==> src/rtl/shift_sequencer_pkg.sv <==
// Shared types for the multi-cycle shift sequencer.
// Mode and state encodings plus counter sizing.
package shift_sequencer_pkg;

   localparam int SEQ_WIDTH = 8;
   localparam int SEQ_CNT_W = $clog2(SEQ_WIDTH) + 1;

   typedef enum logic [1:0] {
      SHIFT_ROR = 2'b00,
      SHIFT_SLL = 2'b01,
      SHIFT_SRL = 2'b10,
      SHIFT_SRA = 2'b11
   } mode_e;

   typedef enum logic [1:0] {
      IDLE   = 2'b00,
      SHIFT  = 2'b01,
      FINISH = 2'b10
   } state_e;

   // Count must hold WIDTH itself, not just WIDTH-1.
   function automatic int cnt_width(int w);
      return $clog2(w) + 1;
   endfunction

endpackage

==> src/rtl/shift_sequencer_if.sv <==
// Start/done request bundle between control unit and sequencer.
// master drives the request, slave returns status and result.
interface shift_sequencer_if
   import shift_sequencer_pkg::*;
#(
   parameter int WIDTH = SEQ_WIDTH
);

   logic             START;
   mode_e            MODE;
   logic [WIDTH-1:0] DATA1;
   logic [7:0]       DATA2;
   logic             BUSY;
   logic             DONE;
   logic [WIDTH-1:0] RESULT;
   logic             ZERO;

   modport master (
      output START, MODE, DATA1, DATA2,
      input  BUSY, DONE, RESULT, ZERO
   );

   modport slave (
      input  START, MODE, DATA1, DATA2,
      output BUSY, DONE, RESULT, ZERO
   );

endinterface

==> src/rtl/shift_sequencer_step_unit.sv <==
// Combinational single-bit shift of the working word.
// One instance per step taken in a cycle.
module shift_step_unit
   import shift_sequencer_pkg::*;
#(
   parameter int WIDTH = SEQ_WIDTH
) (
   input  mode_e            mode,
   input  logic [WIDTH-1:0] d,
   output logic [WIDTH-1:0] q
);

   always_comb begin
      q = d;
      unique case (1'b1)
         (mode == SHIFT_ROR): q = {d[0], d[WIDTH-1:1]};
         (mode == SHIFT_SLL): q = {d[WIDTH-2:0], 1'b0};
         (mode == SHIFT_SRL): q = {1'b0, d[WIDTH-1:1]};
         (mode == SHIFT_SRA): q = {d[WIDTH-1], d[WIDTH-1:1]};
         default:             q = d;
      endcase
   end

endmodule

==> src/rtl/shift_sequencer.sv <==
// Iterative ROR/SLL/SRL/SRA sequencer with start/done handshake.
// Define SHIFT_SEQ_DOUBLE_STEP_EN to take two steps per cycle.
module shift_sequencer
   import shift_sequencer_pkg::*;
#(
   parameter int WIDTH = SEQ_WIDTH
) (
   input logic               CLK,
   input logic               RESET,
   shift_sequencer_if.slave  bus
);

   localparam int CW = cnt_width(WIDTH);

   state_e           state;
   mode_e            mode_q;
   logic [WIDTH-1:0] work;
   logic [CW-1:0]    count;
   logic [WIDTH-1:0] step1;
   logic             busy_q;
   logic             done_q;
   logic [WIDTH-1:0] result_q;
   logic             zero_q;

   // Rotates wrap, plain shifts saturate at a full clear/fill.
   function automatic logic [CW-1:0] eff_amount(
      mode_e      m,
      logic [7:0] a
   );
      int amt;
      int v;
      amt = int'(a);
      if (m == SHIFT_ROR)
         v = amt % WIDTH;
      else if (amt >= WIDTH)
         v = WIDTH;
      else
         v = amt;
      return CW'(v);
   endfunction

   shift_step_unit #(.WIDTH(WIDTH)) u_step1 (
      .mode (mode_q),
      .d    (work),
      .q    (step1)
   );

`ifdef SHIFT_SEQ_DOUBLE_STEP_EN
   logic [WIDTH-1:0] step2;

   shift_step_unit #(.WIDTH(WIDTH)) u_step2 (
      .mode (mode_q),
      .d    (step1),
      .q    (step2)
   );
`endif

   always_ff @(posedge CLK or posedge RESET) begin
      if (RESET) begin
         state    <= IDLE;
         mode_q   <= SHIFT_ROR;
         work     <= '0;
         count    <= '0;
         busy_q   <= 1'b0;
         done_q   <= 1'b0;
         result_q <= '0;
         zero_q   <= 1'b1;
      end else begin
         unique case (state)
            IDLE: begin
               done_q <= 1'b0;
               if (bus.START) begin
                  work   <= bus.DATA1;
                  mode_q <= bus.MODE;
                  count  <= eff_amount(bus.MODE, bus.DATA2);
                  busy_q <= 1'b1;
                  state  <= SHIFT;
               end
            end
            SHIFT: begin
               if (count == '0) begin
                  result_q <= work;
                  zero_q   <= (work == '0);
                  busy_q   <= 1'b0;
                  done_q   <= 1'b1;
                  state    <= FINISH;
               end else begin
`ifdef SHIFT_SEQ_DOUBLE_STEP_EN
                  if (count >= CW'(2)) begin
                     work  <= step2;
                     count <= count - CW'(2);
                  end else begin
                     work  <= step1;
                     count <= count - CW'(1);
                  end
`else
                  work  <= step1;
                  count <= count - CW'(1);
`endif
               end
            end
            FINISH: begin
               done_q <= 1'b0;
               state  <= IDLE;
            end
            default: begin
               done_q <= 1'b0;
               busy_q <= 1'b0;
               state  <= IDLE;
            end
         endcase
      end
   end

   assign bus.BUSY   = busy_q;
   assign bus.DONE   = done_q;
   assign bus.RESULT = result_q;
   assign bus.ZERO   = zero_q;

endmodule

==> src/flat_wrapper.sv <==
// flat-port wrapper written by rule: the top's interface ports become plain ports
module shift_sequencer_flat import shift_sequencer_pkg::*;
#(
   parameter int WIDTH = SEQ_WIDTH
)
  (CLK, RESET, bus_START, bus_MODE, bus_DATA1, bus_DATA2, bus_BUSY, bus_DONE, bus_RESULT, bus_ZERO);
  shift_sequencer_if #(.WIDTH(WIDTH)) bus_i ();
  input logic CLK;
  input logic RESET;
  input wire logic [$bits(bus_i.START)-1:0] bus_START;
  input wire logic [$bits(bus_i.MODE)-1:0] bus_MODE;
  input wire logic [$bits(bus_i.DATA1)-1:0] bus_DATA1;
  input wire logic [$bits(bus_i.DATA2)-1:0] bus_DATA2;
  output wire logic [$bits(bus_i.BUSY)-1:0] bus_BUSY;
  output wire logic [$bits(bus_i.DONE)-1:0] bus_DONE;
  output wire logic [$bits(bus_i.RESULT)-1:0] bus_RESULT;
  output wire logic [$bits(bus_i.ZERO)-1:0] bus_ZERO;
  assign bus_i.START = bus_START;
  assign bus_i.MODE = bus_MODE;
  assign bus_i.DATA1 = bus_DATA1;
  assign bus_i.DATA2 = bus_DATA2;
  assign bus_BUSY = bus_i.BUSY;
  assign bus_DONE = bus_i.DONE;
  assign bus_RESULT = bus_i.RESULT;
  assign bus_ZERO = bus_i.ZERO;
  shift_sequencer #(.WIDTH(WIDTH)) u_core (.CLK(CLK), .RESET(RESET), .bus(bus_i));
endmodule
==> config.mk <==
export PLATFORM = sky130hd
export DESIGN_NAME = shift_sequencer_flat
export DESIGN_NICKNAME = d
export VERILOG_FILES = /design/src/rtl/shift_sequencer_pkg.sv /design/src/rtl/shift_sequencer_if.sv /design/src/rtl/shift_sequencer_step_unit.sv /design/src/rtl/shift_sequencer.sv /design/src/flat_wrapper.sv
export SDC_FILE = /design/constraint.sdc
export NUM_CORES = 1
export LEC_CHECK = 0
export CAP_MARGIN = 20
export CORE_MARGIN = 4
export CORE_UTILIZATION = 43
export CTS_CLUSTER_SIZE = 14
export DETAILED_ROUTE_END_ITERATION = 8
export GPL_TIMING_DRIVEN = 0
export PLACE_DENSITY = 0.74
export SLEW_MARGIN = 20
export SYNTH_ARGS = -nofsm -noshare
export SYNTH_HDL_FRONTEND = slang
export SYNTH_SLANG_ARGS = --single-unit
==> constraint.sdc <==
create_clock -name CLK -period 1.6 [get_ports CLK]
set_input_delay 0.16 -clock CLK [delete_from_list [all_inputs] [get_ports CLK]]
set_output_delay 0.16 -clock CLK [all_outputs]
set_load 0.05 [all_outputs]
==> results of run 1 <==
[flip-flops by register name, indices dropped and copies added, names as in the netlist]
signal / count
u_core.work: 8
u_core.bus.ZERO: 1
u_core.bus.DONE: 1
u_core.bus.BUSY: 1
u_core.count: 4
u_core.bus.RESULT: 8
u_core.state: 2
u_core.mode_q: 2
[per-stage QoR]
stage,instances,hold WS [ns],worst slack [ns],power [uW],utilization
after global placement,177,0.4633,-0.1299,3584,0.5896
after global routing,197,0.2115,-0.1297,4949,0.6749
after CTS,193,0.3932,-0.1017,4428,0.6510
after detailed placement,177,0.4725,-0.1552,3671,0.5896
after floorplan,115,0.2120,-0.001197,3038,-
final,197,0.1801,-0.05336,4648,0.6749
[worst max-delay path, cell delays in order (launching register included)]
cell,delay (ns)
dfrtp_1,0.40
inv_2,0.05
ha_4,0.15
nor3b_4,0.15
a21o_4,0.23
buf_6,0.12
nor2_4,0.14
mux2_4,0.31
[power groups by stage]
stage / logic (uW) / registers (uW) / clock network (uW)
after CTS: 2790 / 1320 / 310
after detailed placement: 2320 / 1350 / 0
after floorplan: 1340 / 1700 / 0
after global placement: 2260 / 1330 / 0
final: 3000 / 1340 / 307
after global routing: 3220 / 1390 / 339
[placed cells by master, fill, tap and decap left out, drive strengths merged]
cell type	count
dfrtp	26
buf	21
clkdlybuf4s50	20
dlygate4sd2	10
nor2	10
mux2	10
a21o	8
mux2i	7
inv	6
a211oi	6
clkbuf	4
nor3	4
nand2	4
o21ai	4
a221o	3
nor2b	2
nand2b	2
nor4	2
and3	2
nor3b	1
o21bai	1
or4	1
o22ai	1
a21oi	1
xnor2	1
a221oi	1
nor4b	1
o21a	1
nand3	1
a31oi	1
ha	1
clkinv	1
clkdlybuf4s15	1
dfstp	1
[cells by family after synthesis]
logic type | Yosys count
xor gates and xnor gates | 1
muxes | 17
adders and majority gates | 1
DFF | 27
buffers and inverters | 12
AOI/OAI and AO/OA | 27
and+or+nand+nor | 30
[what timing repair did]
item | in CTS | in global routing
resized for setup | 28 | 11
setup buffers | 9 | 4
pin swaps | 3 | 2
setup endpoints to repair | 31 | 22
cloned | 3 | 0
[routing by layer]
metal	share of wire	up-vias
met5	0	-
met4	0.0071	0
met3	0.023	4
met2	0.52	21
met1	0.45	545
li1	-	518
[worst max-delay path by stage]
stage	depth (start not counted)	from	slack [ns]	to
floorplan	7	u_core.count[0]$_DFFE_PP0P_	-0.001	u_core.count[2]$_DFFE_PP0P_
global placement	7	u_core.count[0]$_DFFE_PP0P_	-0.13	u_core.count[0]$_DFFE_PP0P_
detailed placement	8	u_core.count[0]$_DFFE_PP0P_	-0.16	u_core.work[6]$_DFFE_PP0P_
CTS	7	u_core.count[0]$_DFFE_PP0P_	-0.10	u_core.count[1]$_DFFE_PP0P_
global route	7	u_core.count[0]$_DFFE_PP0P_	-0.13	u_core.count[1]$_DFFE_PP0P_
finish	7	u_core.count[0]$_DFFE_PP0P_	-0.05	u_core.mode_q[0]$_DFFE_PP0P_
[cell type report]
type                       count  share of cell area
clock inverter                 1            0.002621
clock buffer                   3             0.01180
multi-input combinational     76              0.3329
tap                           31             0.02031
buffer                         6             0.03014
sequential                    27              0.3545
timing repair buffer          47              0.2359
inverter                       6             0.01180
==> metrics.md, run 1 <==
| Metric | Value |
|---|---|
| Status | `finished, violations left` |
| Failing checks | `setup timing` |
| Pre-antenna DRT Iters | `4` |
| Max cap viols | `0` |
| DRT antenna net count | `0` |
| Hold Buf Count CTS | `0` |
| Final-layout fill cell count | `215` |
| GP Congestion | `0.7911` |
| Top cell type's share of synthesized area | `0.4967` |
| Largest cells by area after synthesis | `dfrtp_1 50%, mux2_2 8.6%, mux2i_1 5.3%` |
| Clk buf depth | `2` |
| Clock Sinks | `27` |
| TritonCTS clock tree | `built` |
| Synth Area in Simple Gates | `0.1232` |
| Total gr overflow | `0` |
| R2r setup slk | `-0.05 ns` |
| Startpoint Class | `flop` |
| Synthesized area | `1310 sq um` |
| Syn Inst Count | `115` |
| Reg power frac | `0.289` |
| Post-synthesis area per instance | `11.39 sq um` |
| Hold/Removal Path Class | `input pin to async pin` |
| Maximum vdd drop | `1.435 mV` |
| DP Wirelength | `2104 microns` |
| Multi-input gate area in the final layout | `635.6 sq um` |
| Most used routing layer | `met2` |
| # IOs | `32` |
| Comb pwr share | `0.645` |
| Crit-path max FO | `4` |
| Syn-to-layout area delta | `45.75%` |
| Worst-Margin Slew | `0.5776 ns` |
| Register area | `676.9 sq um` |
| Met3 Use GR | `0.01954` |
| Main synth FF type | `dfrtp_1` |
| Vias/cell | `5.523` |
| PD cells | `2435 nW/um^2` |
| Total Routed Length | `3404 microns` |
| Ant diodes | `0` |
| Initial Utilization | `0.4631` |
| Layout Skew | `0.01058 ns` |
| Largest family of logic cells by synthesized area | `compound AO/OA/AOI/OAI gates` |
| Period utilization | `1.033` |
| Leak pwr | `0.0009075 uW` |
| Net Sw Frac | `0.4393` |
| Residual DRC count | `0` |
| Number of flops mapped to enable cells by yosys | `0` |
| Most frequent cells after synthesis | `26 x dfrtp_1, 10 x mux2_2, 10 x nor2_1` |
| XOR/XNOR Fraction of Synth Area | `0.006686` |
| I/O Buffers | `31` |
| Met1 usage | `0.2218` |
| Sequential element share of the synthesized area | `0.5167` |
| Met2 GRT Util | `0.3043` |
| Flops & latches, synth | `27` |
| CORE AREA | `2829 sq um` |
| Initial antenna violation count | `0` |
| Synth Warn # | `0` |
| Wirelength per Cell | `17.28 microns` |
| Worst rel slew slack | `0.6144` |
| Fin worst setup slack | `-0.05336 ns` |
| Crit path kind | `flop to flop` |
| Clock slew at reported path FFs | `0.16 ns` |
| Worst skew pair latency | `0.33 ns` |
| Design Area, Final | `1909 sq um` |
| Setup violators final | `5` |
| Worst R2R Start | `u_core.count[0]$_DFFE_PP0P_` |
| Share of cells above drive strength 1 | `0.3193` |
| Worst Path Arrival | `1.88 ns` |
| Most common cell in the netlist | `dfrtp_1` |
| Largest net degree at the start of global routing | `28` |
| Worst Reg-to-Reg Cells | `7` |
| Clk root buf | `clkbuf_4` |
| Vias in the first global route | `1167` |
| RSZ-0062 raised after global routing | `yes` |
| CTS Buf Count | `3` |
| DP Area | `1668 sq um` |
| Post-synthesis compound-gate area fraction | `0.1557` |
| Row count | `19` |
| Drt initial violations | `24` |
| Critical R2R Capture | `u_core.mode_q[0]$_DFFE_PP0P_` |
| Post-synth ARST share | `1.000` |
| Synth area leader | `dfrtp_1` |
| Yosys cell types | `34` |
| Post-layout min period | `1.653 ns` |
| Die ar. | `3994 sq um` |
| Final Hold Fails | `0` |
| Mux contribution to synthesized area | `0.1394` |
| Gr usage total | `0.1711` |
| FMAX | `604.8 MHz` |
| Die Width | `63.20 microns` |
| Slew Limit Fails | `0` |
| Die H | `63.20 microns` |
| CP required | `1.83 ns` |
| Final TNS setup | `-0.2300 ns` |
| Syn_nets | `137` |
| # H-tree levels | `1` |
| Critical Path End Type | `flop` |
| Int Pwr | `2606 uW` |
| Clk pwr share | `0.066` |
| Final net count | `189` |
| Adder-cell share of the synthesized area | `0.009551` |
| Net switching power | `2042 uW` |
| First-pass GRT wire length | `5478 microns` |
| Vias | `1088` |
Note: power is estimated with default switching activity, not from simulation.
==> inputs of run 2 (changes only) <==
--- a/config.mk
+++ b/config.mk
@@ -16,3 +16,4 @@
 export SYNTH_ARGS = -nofsm -noshare
 export SYNTH_HDL_FRONTEND = slang
 export SYNTH_SLANG_ARGS = --single-unit
+export TNS_END_PERCENT = 100
==> results of run 2 <==
The final DEF is identical to that of run 1; final timing and power are the same.
